[config.mk]
export PLATFORM = sky130hd
export DESIGN_NAME = kf8259_acknowledge_sequencer
export DESIGN_NICKNAME = d
export VERILOG_FILES = /design/src/rtl/kf8259_common_pkg.sv /design/src/rtl/kf8259_priority_resolver.sv /design/src/rtl/kf8259_acknowledge_sequencer.sv
export SDC_FILE = /design/constraint.sdc
export NUM_CORES = 1
export LEC_CHECK = 0
export CORE_UTILIZATION = 50
export DETAILED_ROUTE_END_ITERATION = 6
export PLACE_DENSITY = 0.78
export SYNTH_ARGS = -nofsm -noshare
export SYNTH_HDL_FRONTEND = slang
export SYNTH_SLANG_ARGS = --single-unit
[constraint.sdc]
create_clock -name clock_i -period 10.9 [get_ports clock_i]
set_input_delay 2.18 -clock clock_i [delete_from_list [all_inputs] [get_ports clock_i]]
set_output_delay 2.18 -clock clock_i [all_outputs]
set_load 0.1 [all_outputs]
[src/rtl/kf8259_common_pkg.sv]
// Shared types and bit helpers for the KF8259 acknowledge path.
package kf8259_common_pkg;

   typedef enum logic [1:0] {
      IDLE,
      ACK1_LOW,
      ACK1_HIGH,
      ACK2_LOW
   } ack_state_e;

   function automatic logic [7:0] rotate_right(input logic [7:0] value, input logic [2:0] amount);
      logic [15:0] wide;
      wide = {value, value} >> amount;
      return wide[7:0];
   endfunction

   function automatic logic [7:0] rotate_left(input logic [7:0] value, input logic [2:0] amount);
      logic [15:0] wide;
      wide = {value, value} << amount;
      return wide[15:8];
   endfunction

   function automatic logic [7:0] level_to_onehot(input logic [2:0] level);
      logic [7:0] onehot;
      onehot = 8'b0000_0001 << level;
      return onehot;
   endfunction

   // Rank 0 is the highest priority; the level just above the rotation point wins.
   function automatic logic [2:0] priority_rank(input logic [2:0] level, input logic [2:0] lowest);
      return level - lowest - 3'd1;
   endfunction

endpackage

[src/rtl/kf8259_priority_resolver.sv]
// Finds the highest-priority set bit of an 8-bit vector under a rotating priority order.
module kf8259_priority_resolver
   import kf8259_common_pkg::*;
(
   input  logic [7:0] request_i,
   input  logic [2:0] lowest_priority_level_i,
   output logic       valid_o,
   output logic [2:0] level_o
);

   logic [2:0] start_level;
   logic [7:0] rotated;
   logic [2:0] offset;

   // NOTE: every variable gets a default at the top of always_comb so no latch is inferred.
   always_comb begin
      start_level = lowest_priority_level_i + 3'd1;
      rotated     = rotate_right(request_i, start_level);
      offset      = 3'd0;
      for (int i = 7; i >= 0; i--) begin
         if (rotated[i]) offset = 3'(i);
      end
      level_o = offset + start_level;
      valid_o = |request_i;
   end

endmodule

[src/rtl/kf8259_acknowledge_sequencer.sv]
// Priority resolution, INTA two-pulse sequencing, ISR and EOI handling for the KF8259.
// Optional automatic EOI on the second INTA rise is enabled by defining KF8259_AUTO_EOI_EN.
module kf8259_acknowledge_sequencer
   import kf8259_common_pkg::*;
#(
   parameter int VECTOR_WIDTH   = 8,
   parameter int SPURIOUS_LEVEL = 7
) (
   input  logic                    clock_i,
   input  logic                    reset_n_i,
   input  logic [7:0]              interrupt_request_register_i,
   input  logic [7:0]              interrupt_mask_i,
   input  logic [4:0]              vector_base_i,
   input  logic                    interrupt_acknowledge_n_i,
   input  logic                    end_of_interrupt_i,
   input  logic                    specific_eoi_i,
   input  logic [2:0]              eoi_level_i,
   input  logic                    rotate_on_eoi_i,
   input  logic                    auto_eoi_config_i,
   output logic                    freeze_o,
   output logic [7:0]              clear_interrupt_request_o,
   output logic [7:0]              in_service_register_o,
   output logic                    interrupt_o,
   output logic [VECTOR_WIDTH-1:0] vector_out_o,
   output logic                    vector_enable_o,
   output logic [2:0]              lowest_priority_level_o
);

   ack_state_e              state_q, state_d;
   logic                    inta_prev_q;
   logic [2:0]              granted_q, granted_d;
   logic                    spurious_q, spurious_d;
   logic                    freeze_q, freeze_d;
   logic [7:0]              clear_q, clear_d;
   logic [7:0]              isr_q, isr_d;
   logic                    interrupt_q, interrupt_d;
   logic [VECTOR_WIDTH-1:0] vector_q, vector_d;
   logic                    vector_enable_q, vector_enable_d;
   logic [2:0]              lowest_q, lowest_d;

   logic [7:0] eligible;
   logic       req_valid, isr_valid, winner_valid;
   logic [2:0] req_level, isr_level;
   logic       inta_fall, inta_rise;
   logic [7:0] set_mask, clr_mask;
   logic       eoi_hit;
   logic [2:0] eoi_target;

   assign eligible = interrupt_request_register_i & ~interrupt_mask_i;

   kf8259_priority_resolver u_request_resolver (
      .request_i               (eligible),
      .lowest_priority_level_i (lowest_q),
      .valid_o                 (req_valid),
      .level_o                 (req_level)
   );

   kf8259_priority_resolver u_service_resolver (
      .request_i               (isr_q),
      .lowest_priority_level_i (lowest_q),
      .valid_o                 (isr_valid),
      .level_o                 (isr_level)
   );

   // Fully nested: a request must strictly outrank everything already in service.
   assign winner_valid = req_valid &&
      (!isr_valid || (priority_rank(req_level, lowest_q) < priority_rank(isr_level, lowest_q)));

   assign inta_fall = inta_prev_q & ~interrupt_acknowledge_n_i;
   assign inta_rise = ~inta_prev_q & interrupt_acknowledge_n_i;

   always_comb begin
      state_d         = state_q;
      granted_d       = granted_q;
      spurious_d      = spurious_q;
      freeze_d        = freeze_q;
      clear_d         = 8'h00;
      vector_d        = vector_q;
      vector_enable_d = vector_enable_q;
      lowest_d        = lowest_q;
      set_mask        = 8'h00;
      clr_mask        = 8'h00;
      eoi_hit         = 1'b0;
      eoi_target      = isr_level;

      if (end_of_interrupt_i) begin
         if (specific_eoi_i) begin
            eoi_target = eoi_level_i;
            eoi_hit    = isr_q[eoi_level_i];
         end else begin
            eoi_hit    = isr_valid;
         end
         if (eoi_hit) begin
            clr_mask = level_to_onehot(eoi_target);
            if (rotate_on_eoi_i) lowest_d = eoi_target;
         end
      end

      unique case (state_q)
         IDLE: begin
            if (inta_fall) begin
               state_d  = ACK1_LOW;
               freeze_d = 1'b1;
               if (winner_valid) begin
                  granted_d  = req_level;
                  spurious_d = 1'b0;
                  set_mask   = level_to_onehot(req_level);
                  clear_d    = level_to_onehot(req_level);
               end else begin
                  granted_d  = 3'(SPURIOUS_LEVEL);
                  spurious_d = 1'b1;
               end
            end
         end
         ACK1_LOW: begin
            if (inta_rise) state_d = ACK1_HIGH;
         end
         ACK1_HIGH: begin
            if (inta_fall) begin
               vector_d        = VECTOR_WIDTH'({vector_base_i, granted_q});
               vector_enable_d = 1'b1;
               state_d         = ACK2_LOW;
            end
         end
         ACK2_LOW: begin
            if (inta_rise) begin
               vector_enable_d = 1'b0;
               freeze_d        = 1'b0;
               spurious_d      = 1'b0;
               state_d         = IDLE;
`ifdef KF8259_AUTO_EOI_EN
               if (auto_eoi_config_i && !spurious_q) begin
                  clr_mask = clr_mask | level_to_onehot(granted_q);
                  if (rotate_on_eoi_i) lowest_d = granted_q;
               end
`endif
            end
         end
         default: state_d = IDLE;
      endcase

      // A set on the same bit as a clear wins because it is OR-ed in last.
      isr_d       = (isr_q & ~clr_mask) | set_mask;
      interrupt_d = (state_d == IDLE) && winner_valid;
   end

`ifndef KF8259_AUTO_EOI_EN
   logic unused_auto_eoi;
   assign unused_auto_eoi = auto_eoi_config_i;
`endif

   // NOTE: state registers use non-blocking assignments so every flop samples pre-edge values.
   always_ff @(posedge clock_i or negedge reset_n_i) begin
      if (!reset_n_i) begin
         state_q         <= IDLE;
         inta_prev_q     <= 1'b1;
         granted_q       <= 3'd0;
         spurious_q      <= 1'b0;
         freeze_q        <= 1'b0;
         clear_q         <= 8'h00;
         isr_q           <= 8'h00;
         interrupt_q     <= 1'b0;
         vector_q        <= '0;
         vector_enable_q <= 1'b0;
         lowest_q        <= 3'd7;
      end else begin
         state_q         <= state_d;
         inta_prev_q     <= interrupt_acknowledge_n_i;
         granted_q       <= granted_d;
         spurious_q      <= spurious_d;
         freeze_q        <= freeze_d;
         clear_q         <= clear_d;
         isr_q           <= isr_d;
         interrupt_q     <= interrupt_d;
         vector_q        <= vector_d;
         vector_enable_q <= vector_enable_d;
         lowest_q        <= lowest_d;
      end
   end

   assign freeze_o                  = freeze_q;
   assign clear_interrupt_request_o = clear_q;
   assign in_service_register_o     = isr_q;
   assign interrupt_o               = interrupt_q;
   assign vector_out_o              = vector_q;
   assign vector_enable_o           = vector_enable_q;
   assign lowest_priority_level_o   = lowest_q;

endmodule

-- Word level (Yosys, flattened, before mapping)
Index checks and enable logic that the tools add are counted.
- bits in registers: 36
- output and inout port bits: 30
- add/subtract/negate cells: 7
- magnitude comparators: 2
- equality and inequality tests: 6
- shift operators: 4
- muxes and demuxes: 37
- bitwise logic cells: 9
- reductions and logical operators: 15
- operators with widths (cell ; number):
    3-bit 2-to-1 mux ; 19
    8-bit 2-to-1 mux ; 5
    16-bit by 3-bit right shift with 8-bit output ; 2
    8-bit AND ; 2
    8-bit inverter ; 2
    8-bit OR reduction ; 2
    1-bit by 3-bit left shift with 8-bit output (first input constant) ; 2
    3-bit AND reduction ; 3
    2-bit 2-to-1 mux ; 4
    8-bit OR ; 1
    2-bit case mux with 4 select lines ; 1
    3-bit adder ; 2
    2-bit inequality test (second input constant) ; 3
    3-bit by 1-bit subtractor with 3-bit output (second input constant) ; 2
    3-bit subtractor ; 2
    1-bit 2-to-1 mux ; 5
    2-bit equality test (second input constant) ; 2
    2-bit zero test ; 2
    3-bit by 4-bit less-than comparator with 1-bit output (second input constant) ; 1
    1-bit case mux with 2 select lines ; 2
    2-bit AND reduction ; 2
    2-bit nonzero test ; 2
    3-bit by 1-bit adder with 3-bit output (second input constant) ; 1
    1-bit binary-select mux with 3-bit select ; 1
    other kinds (7) ; 10

-- Logic depth before layout (Yosys ltp)
Gate-level depths: netlist (run 1).
- depth in word-level cells: 21
- gate-level depth with buffers: 24

-- Hierarchy
From an unflattened synthesis (run 1), not the netlist that was laid out.
- cell total of the unflattened synthesis: 255
- area, all modules: 2788.9 µm²
- by module, submodules not included (module ; instances ; cells an instance ; area each (µm²) ; sequential area each (µm²)):
    kf8259_acknowledge_sequencer ; 1 ; 169 ; 1830.5 ; 905.9
    kf8259_priority_resolver ; 2 ; 43 ; 479.2 ; 0.0

-- Worst setup path after synthesis (run 1)
OpenSTA, ideal clock, no wires.
- kind: input -> register
- from: in interrupt_mask_i[1]
- to: reg isr_q[7], in the netlist in_service_register_o[7]
- setup time: 0.074 ns
- arrival time: 6.405 ns
- slack: 4.421 ns
- cell stages on the path: 22
- path buffers: 1
- cell sequence: nand2b_1 -> mux2i_1 -> mux4_2 -> and2b_1 -> o21bai_1 -> a21boi_0 -> o21ba_2 -> ha_1 -> inv_1 -> fa_1 -> clkbuf_1 -> inv_1 -> fa_1 -> xnor2_1 -> xnor2_2 -> ha_1 -> a311oi_1 -> o22ai_1 -> nand2b_1 -> nor3_1 -> inv_1 -> o21ai_2
- word-level cells in the longest chain between the ends: 21
- ends and longest elaborated chain (element ; RTL line ; RTL):
    start: declaration ; kf8259_acknowledge_sequencer.sv:12 ; input logic [7:0] interrupt_mask_i,
    8-bit inverter * ; kf8259_acknowledge_sequencer.sv:49 ; assign eligible = interrupt_request_register_i & ~interrupt_mask_i;
    8-bit AND * ; kf8259_acknowledge_sequencer.sv:49 ;
    16-bit by 3-bit right shift with 8-bit output ; kf8259_common_pkg.sv:13 ; wide = {value, value} >> amount;
    3-bit 2-to-1 mux (8 in series) ; kf8259_priority_resolver.sv:21 ; if (rotated[i]) offset = 3'(i);
    3-bit adder ; kf8259_priority_resolver.sv:23 ; level_o = offset + start_level;
    3-bit subtractor ; kf8259_common_pkg.sv:31 ; return level - lowest - 3'd1;
    3-bit by 1-bit subtractor with 3-bit output ; kf8259_common_pkg.sv:31 ;
    3-bit less-than comparator ; kf8259_acknowledge_sequencer.sv:67 ; (!isr_valid || (priority_rank(req_level, lowest_q) < priority_rank(isr_level, lowest_q)));
    1-bit logical OR ; kf8259_acknowledge_sequencer.sv:67 ;
    1-bit logical AND ; kf8259_acknowledge_sequencer.sv:66 ; assign winner_valid = req_valid &&
    8-bit 2-to-1 mux * ; kf8259_acknowledge_sequencer.sv:104 ; if (winner_valid) begin
    8-bit 2-to-1 mux * ; kf8259_acknowledge_sequencer.sv:101 ; if (inta_fall) begin
    8-bit 2-to-1 mux * ; kf8259_acknowledge_sequencer.sv:99 ; unique case (state_q)
    8-bit OR * ; kf8259_acknowledge_sequencer.sv:143 ; isr_d = (isr_q & ~clr_mask) | set_mask;
    net isr_d[7] ; kf8259_acknowledge_sequencer.sv:35 ; logic [7:0] isr_q, isr_d;
    end signal: assignment ; kf8259_acknowledge_sequencer.sv:173 ; isr_q <= isr_d;
    end: declaration ; kf8259_acknowledge_sequencer.sv:35 ;
Mark *: on every way through the listed nets, which the timed path passes. The rest lies on a longest branch.
A chain may end at the register's enable or synchronous reset.

-- Final worst setup path (run 1)
- from: in interrupt_mask_i[5]
- to: reg isr_q[7], in the netlist in_service_register_o[7]
The elaborated chain is that of the path after synthesis.

==> results of run 1 <==
==> registers in the layout, summed over array words and instances, names as in the netlist <==
| name | count |
|---|---|
| state_q | 2 |
| granted_q | 3 |
| lowest_priority_level_o | 3 |
| in_service_register_o | 8 |
| clear_interrupt_request_o | 8 |
| inta_prev_q | 1 |
| interrupt_o | 1 |
| vector_out_o | 8 |
| vector_enable_o | 1 |
| freeze_o | 1 |
==> worst min-delay path, stage by stage, from the launching register on <==
cell and delay [ps]:
dfrtp_1 340, nor2_1 50, nor2_1 70
==> worst paths after layout <==
check                                           start                            to  slack [ps]
setup / recovery                  interrupt_mask_i[5]      in_service_register_o[7]        3530
hold / removal                           granted_q[0]                  granted_q[0]         500
setup reg to reg           lowest_priority_level_o[0]      in_service_register_o[7]        4670
hold reg to reg                          granted_q[0]                  granted_q[0]         500
max in group asynchronous                   reset_n_i               vector_out_o[6]        8450
min in group asynchronous                   reset_n_i  clear_interrupt_request_o[7]        1960
==> metrics by stage <==
step,utilization,hold WS [ps]
finish,0.6528,498.1
global route,0.6528,517.8
CTS,0.6528,504.7
detailed placement,0.6372,487.7
global placement,0.6372,478.7
floorplan,-,460.6
==> synthesized netlist by cell type (all sizes together), types with 2 or more instances <==
cell    instances
dfrtp          32
nand2          21
nor2           20
inv            18
o21ai          17
mux2           15
mux2i          14
nor3           14
nand2b         13
mux4           12
a21oi          11
ha              7
xnor2           7
buf             6
clkbuf          6
a211oi          5
o211ai          5
o32a            5
dfstp           4
fa              4
o21bai          4
a211o           3
a21o            3
a32o            3
and3            3
nor2b           3
o21a            3
o22ai           3
xor2            3
and2            2
nand3b          2
nand4           2
or4             2
==> routing by layer <==
| layer | share of wire | vias up |
|---|---|---|
| met5 | 0 | - |
| met4 | 0.017 | 0 |
| met3 | 0.029 | 12 |
| met2 | 0.52 | 38 |
| met1 | 0.44 | 1229 |
| li1 | - | 1182 |
==> placed cells by master, fill, tap and decap left out, drive strengths merged, types with 7 or more instances in the layout <==
master,instances
nand2b,13
mux4,12
dfrtp,32
mux2,15
nor3,14
mux2i,14
nand2,21
xnor2,7
clkdlybuf4s50,58
inv,18
ha,7
o21ai,17
nor2,20
a21oi,11
==> cell type report <==
type / instances / area share
Tap cell: 72 / 0.02461
Clock buffer: 5 / 0.01880
Multi-Input combinational cell: 222 / 0.5256
Timing Repair Buffer: 59 / 0.1599
Clock inverter: 3 / 0.005126
Sequential cell: 36 / 0.2474
Inverter: 18 / 0.01846
==> logic make-up (layout without fill, tap and decap cells) <==
| group | count (synthesis) | in the layout | synth area share |
|---|---|---|---|
| AOI/OAI and AO/OA | 71 | 71 | 0.1762 |
| xor gates and xnor gates | 10 | 10 | 0.04710 |
| adders and majority gates | 12 | 12 | 0.06097 |
| buffers and inverters | 30 | 85 | 0.04878 |
| DFF | 36 | 36 | 0.3045 |
| muxes | 41 | 41 | 0.2048 |
| and+or+nand+nor | 88 | 88 | 0.1577 |
==> flow_summary.ini, run 1 <==
[yosys]
synth_top_area_cell = dfrtp_1
synthCells = 288
syn-num-nets = 330
synth.distinct_cells = 64
ys.flop_type = dfrtp_1
yosysWarnings = 0
synth_edf_count = 0
synth_top_area_frac = 0.2691
syn_area_per_cell_sq_um = 10.33
netlist_area_sq_um = 2975
ys_ff_latch = 36
async_reset_ff_frac = 1.000
synth_seq_area_share = 0.3045
yosys-top-cells-area = dfrtp_1, mux4_1, mux2_2

[clock_network]
cts_hold_buf = 0
cts_tree = done
root_buffer = clkbuf_8
insertion_delay_ps = 290
postCtsSetupRepairBufs = 0
cts_resized = 0
clk_pin_slew_ps = 70
cts_max_level = 2
clock-sinks = 36
cts_made_buffers = 5
cts_max_path_buffers = 2

[global_routing]
met1_usage = 0.2917
grt_pass1_vias = 2517
grt_max_degree = 37
use_met3 = 0.02874
use_met2 = 0.4181
top_usage_layer = met2
antenna_found_initial = 0
grt_overflow = 0
grt_pass1_wl_microns = 11470
track_usage = 0.2339

[timing]
setup_slack_ps = 3535
finalMaxSlewViolations = 0
fin_crit_ps = 7365
slew_headroom = 0.3078
finalSetupTns_ps = 0
final_hold_viol_count = 0
skew_ps = 7.982
setup_violations = 0
worst_pin_slew_ps = 1033
rsz0062_at_grt = false
fmax_mhz = 135.8
fin_crit_sh = 0.6757

[finish]
n_antenna_cell = 0
seq_area_sq_um = 905.9
drive_above_1_share = 0.1603
finalNonFillerCells = 415
final_cell_area_sq_um = 3661
nFillCells = 476
area_delta_synth_final_pct = 23.04
nNetsFinal = 384
multi_input_area_sq_um = 1924

[worst_setup_path]
cp_num_cells = 22
reg2regPathDepth = 20
required_ps = 11120
cp-start-kind = input pin
arrival_ps = 7590
cp_slowest_cell = fa_1
cp_cell_sequence = clkdlybuf4s50_1 -> nand2b_1 -> mux2i_1 -> mux4_2 -> and2b_1 -> o21bai_1 -> a21boi_0 -> o21ba_2 -> ha_1 -> inv_1 -> fa_1 -> inv_1 -> fa_1 -> xnor2_1 -> xnor2_2 -> ha_1 -> o22ai_1 -> o22ai_1 -> nand2b_1 -> nor3_1 -> inv_1 -> o21ai_2
cp_common_cell = inv_1
crit_fanout = 11
endpoint_kind = register
crit_type = in -> reg
path_delay_family = adder cells
crit_buf_inv = 4
cp_slowest_stage_delay_ps = 750

[floorplanning]
fp.coreArea_sq_um = 5608
initial_utilization = 0.5306
die_w_microns = 79.14
die_y_microns = 79.14
ioPinCount = 61
dieArea_sq_um = 6263
core.rowCount = 27

[drt]
firstDrtPassIters = 4
wirelength_microns = 6833
via_count = 2461
drc = 0
ant_nets = 0
drt_iter0_drc = 94
wl_per_cell_microns = 16.47
viasPerCell = 5.930

[placed_design]
placed_cell_area_sq_um = 3573
placedCellCount = 407
place_ws_ps = 3246
port_buffers = 59
dp.final_hpwl_microns = 5132
place.gp.congestion = 0.8666

[worst_hold_path]
hold_path_depth = 2
hp-class = reg -> reg

[run]
cap_violations = 0

[run_status]
outcome = finished, final reports clean
Power of run 1 is not shown: default switching activity piles up to over one toggle a cycle in this logic, so the estimate is an artifact.
==> run 2: changes to the inputs <==
--- a/config.mk
+++ b/config.mk
@@ -5,9 +5,9 @@
 export SDC_FILE = /design/constraint.sdc
 export NUM_CORES = 1
 export LEC_CHECK = 0
-export CORE_UTILIZATION = 50
+export CORE_UTILIZATION = 47
 export DETAILED_ROUTE_END_ITERATION = 6
-export PLACE_DENSITY = 0.78
+export PLACE_DENSITY = 0.77
 export SYNTH_ARGS = -nofsm -noshare
 export SYNTH_HDL_FRONTEND = slang
 export SYNTH_SLANG_ARGS = --single-unit
==> constraint.sdc (replaced) <==
create_clock -name clock_i -period 6.63 [get_ports clock_i]
set_input_delay 1.326 -clock clock_i [delete_from_list [all_inputs] [get_ports clock_i]]
set_output_delay 1.326 -clock clock_i [all_outputs]
set_load 0.1 [all_outputs]
==> flow_summary.ini, run 2 (same netlist as run 1, synthesis figures left out) <==
[drt]
ant_nets = 0
drt_iter0_drc = 161
viasPerCell = 5.876
drc = 0
wl_per_cell_microns = 15.91
firstDrtPassIters = 7
via_count = 2468
wirelength_microns = 6683

[global_routing]
grt_pass1_wl_microns = 11100
grt_overflow = 0
grt_max_degree = 37
antenna_found_initial = 0
track_usage = 0.2166
grt_pass1_vias = 2344

[clock_network]
cts_max_level = 2
cts_hold_buf = 0
cts_resized = 0
cts_max_path_buffers = 2
insertion_delay_ps = 290
clock-sinks = 36
cts_tree = done
clk_pin_slew_ps = 70
root_buffer = clkbuf_8
cts_made_buffers = 5
postCtsSetupRepairBufs = 0

[timing]
slew_headroom = 0.3403
setup_violations = 0
fin_crit_ps = 6034
final_hold_viol_count = 0
worst_pin_slew_ps = 986.4
rsz0062_at_grt = false
fin_crit_sh = 0.9101
finalMaxSlewViolations = 0
hold_slack_ps = 509.8
finalSetupTns_ps = 0
fmax_mhz = 165.7
skew_ps = 7.271

[finish]
final_common_cell = clkdlybuf4s50_1
nNetsFinal = 386
nFillCells = 517
n_antenna_cell = 0
multi_input_area_sq_um = 1929
final_cell_mix = clkdlybuf4s50_1, dfrtp_1, nand2_1, nor2_1, inv_1
finalNonFillerCells = 420
drive_above_1_share = 0.1681
final_cell_area_sq_um = 3685
seq_area_sq_um = 905.9
area_delta_synth_final_pct = 23.84

[worst_setup_path]
cp-start-kind = input pin
required_ps = 6850
reg2regPathDepth = 20
endpoint_kind = register
crit_fanout = 5
crit_type = in -> reg
arrival_ps = 6250

[run]
cap_violations = 0

[placed_design]
dp.final_hpwl_microns = 5033
placedCellCount = 412
place.gp.congestion = 0.8300
placed_cell_area_sq_um = 3592
port_buffers = 59

[floorplanning]
initial_utilization = 0.4938
die_y_microns = 81.57
die_w_microns = 81.57
ioPinCount = 61
core.rowCount = 28
fp.coreArea_sq_um = 6026
dieArea_sq_um = 6653

[run_status]
outcome = finished, final reports clean

[worst_hold_path]
hold_path_depth = 1
hp-class = reg -> reg
-- run 2: changes by cell type in the layout (fill, tap and decap cells not counted), sizes merged --
cell | before | now
buf | 1 | 3
-- run 2: layout make-up --
class / count / area share
Clock buffer: 5 / 0.01868
Clock inverter: 3 / 0.005093
Inverter: 18 / 0.01834
Multi-Input combinational cell: 222 / 0.5236
Sequential cell: 36 / 0.2458
Tap cell: 75 / 0.02547
Timing Repair Buffer: 61 / 0.1630
-- run 2: per-layer routing --
metal,part of all wire,global-route usage,vias to the layer above,wire [microns]
met5,0,0,-,0
met4,0.0049,0.04464,0,33
met3,0.045,0.03889,7,303
met2,0.48,0.3467,69,3227
met1,0.47,0.3058,1203,3118
li1,-,-,1189,-
-- run 2: path summary, 6_finish.rpt --
kind                                             from                            to  slack [ps]
setup / recovery                  interrupt_mask_i[1]      in_service_register_o[7]         600
hold / removal                        vector_out_o[6]               vector_out_o[6]         510
setup reg to reg           lowest_priority_level_o[0]      in_service_register_o[7]         810
hold reg to reg                       vector_out_o[6]               vector_out_o[6]         510
max in group asynchronous                   reset_n_i               vector_enable_o        5050
min in group asynchronous                   reset_n_i  clear_interrupt_request_o[4]        1110
-- run 2: stage by stage --
| step | setup WS [ps] | util |
|---|---|---|
| 2_1_floorplan | 944.6 | - |
| 3_3_place_gp | 332.3 | 0.5961 |
| 3_5_place_dp | 195.9 | 0.5961 |
| 4_1_cts | 474.7 | 0.6107 |
| 5_1_grt | 177.1 | 0.6115 |
| 6_report | 596.3 | 0.6115 |
-- run 2: critical path: stages --
cell,delay [ps]
clkdlybuf4s50_1,450
nand2b_1,180
mux2i_1,130
mux4_2,540
and2b_1,220
o21bai_1,50
a21boi_0,300
o21ba_2,180
ha_1,130
inv_1,50
fa_1,520
inv_1,90
fa_1,410
xnor2_1,240
xnor2_2,150
ha_1,250
o22ai_1,160
o22ai_1,140
nand2b_1,220
nor3_2,270
inv_1,120
o21ai_2,120
Power of run 2 is left out for the same reason.
==> run 3: changes to the inputs <==
--- a/config.mk
+++ b/config.mk
@@ -6,8 +6,11 @@
 export NUM_CORES = 1
 export LEC_CHECK = 0
 export CORE_UTILIZATION = 47
+export CTS_BUF_LIST = sky130_fd_sc_hd__clkbuf_16
 export DETAILED_ROUTE_END_ITERATION = 6
+export MAX_ROUTING_LAYER = met4
 export PLACE_DENSITY = 0.77
+export SKIP_CTS_REPAIR_TIMING = 1
 export SYNTH_ARGS = -nofsm -noshare
 export SYNTH_HDL_FRONTEND = slang
 export SYNTH_SLANG_ARGS = --single-unit
==> flow_summary.ini, run 3 (same netlist as run 1, synthesis figures left out) <==
[drt]
drc = 0
wirelength_microns = 6785
firstDrtPassIters = 5
wl_per_cell_microns = 16.15
drt_iter0_drc = 206
ant_nets = 0
viasPerCell = 5.890
via_count = 2474

[finish]
finalNonFillerCells = 420
final_common_cell = clkdlybuf4s50_1
nNetsFinal = 386
n_antenna_cell = 0
area_delta_synth_final_pct = 25.74
final_cell_mix = clkdlybuf4s50_1, dfrtp_1, nand2_1, nor2_1, inv_1
drive_above_1_share = 0.1681

[clock_network]
root_buffer = clkbuf_16
insertion_delay_ps = 270
cts_made_buffers = 5
clock-sinks = 36
cts_tree = done
clk_pin_slew_ps = 50
cts_max_level = 2
cts_max_path_buffers = 2

[worst_setup_path]
crit_path_start = interrupt_mask_i[1]
reg2regPathDepth = 20
endpoint_kind = register
arrival_ps = 6240
cp-start-kind = input pin
crit_type = in -> reg
r2r-end = in_service_register_o[6]
endpoint = in_service_register_o[6]
rrSetupSlack_ps = 790
reg2reg_from = lowest_priority_level_o[0]
required_ps = 6820
crit_fanout = 5

[timing]
fin_crit_ps = 6057
fin_crit_sh = 0.9135
final_hold_viol_count = 0
rsz0062_at_grt = false
finalMaxSlewViolations = 0
setup_violations = 0
fmax_mhz = 165.1
worst_pin_slew_ps = 986.6
finalSetupTns_ps = 0
skew_ps = 1.802
slew_headroom = 0.3402

[global_routing]
grt_pass1_wl_microns = 11290
grt_pass1_vias = 2365
antenna_found_initial = 0
grt_overflow = 0
grt_max_degree = 37
track_usage = 0.2287

[floorplanning]
die_w_microns = 81.57
core.rowCount = 28
fp.coreArea_sq_um = 6026
die_y_microns = 81.57
initial_utilization = 0.4938
dieArea_sq_um = 6653
ioPinCount = 61

[placed_design]
placedCellCount = 412
place.gp.congestion = 0.8426
dp.final_hpwl_microns = 5033
port_buffers = 59

[run_status]
outcome = finished, final reports clean

[worst_hold_path]
hp-class = reg -> reg

[run]
cap_violations = 0
-- run 3: layout make-up --
type                       instances  area, sq um
clock buffer                       5        125.1
clock inverter                     3        18.77
fill                             509         2285
inverter                          18        67.56
multi-input combinational        222         1929
sequential                        36        905.9
tap                               75        93.84
timing repair buffer              61        600.6
-- run 3: worst min path at each step --
stage / startpoint / endpoint / slack, ps / cells after the start
2_1_floorplan: granted_q[0] / granted_q[0] / 460 / 2
3_3_place_gp: granted_q[0] / granted_q[0] / 490 / 2
3_5_place_dp: vector_out_o[7] / vector_out_o[7] / 500 / 1
4_1_cts: vector_out_o[7] / vector_out_o[7] / 510 / 1
5_1_grt: vector_out_o[6] / vector_out_o[6] / 520 / 1
6_report: vector_out_o[6] / vector_out_o[6] / 510 / 1
-- run 3: per-layer routing --
layer	vias to the layer above	global-route usage	routed length, microns
li1	1187	-	-
met1	1213	0.3067	3133
met2	72	0.3667	3344
met3	2	0.04000	296
met4	0	0.03929	10
met5	-	-	0
-- run 3: stage by stage --
stage                     hold slack (ps)  utilization  cell area (sq um)  setup WS (ps)
after floorplan                     460.6            -               2975          944.6
after global placement              486.6       0.5961               3592          332.3
after detailed placement            495.3       0.5961               3592          195.9
after CTS                           507.8       0.6200               3736          444.4
after global routing                523.3       0.6208               3741          128.8
final                               505.4       0.6208               3741          573.2
-- run 3: critical path: stages --
cell and delay (ps):
clkdlybuf4s50_1 450, nand2b_1 180, mux2i_1 130, mux4_2 550, and2b_1 220, o21bai_1 50
a21boi_0 300, o21ba_2 180, ha_1 130, inv_1 50, fa_1 520, inv_1 100
fa_1 410, xnor2_1 240, xnor2_2 150, ha_1 250, o22ai_1 160, o22ai_1 140
nand2b_1 230, inv_1 170, nand2_1 110, o31ai_1 200
Power of run 3 is left out for the same reason.
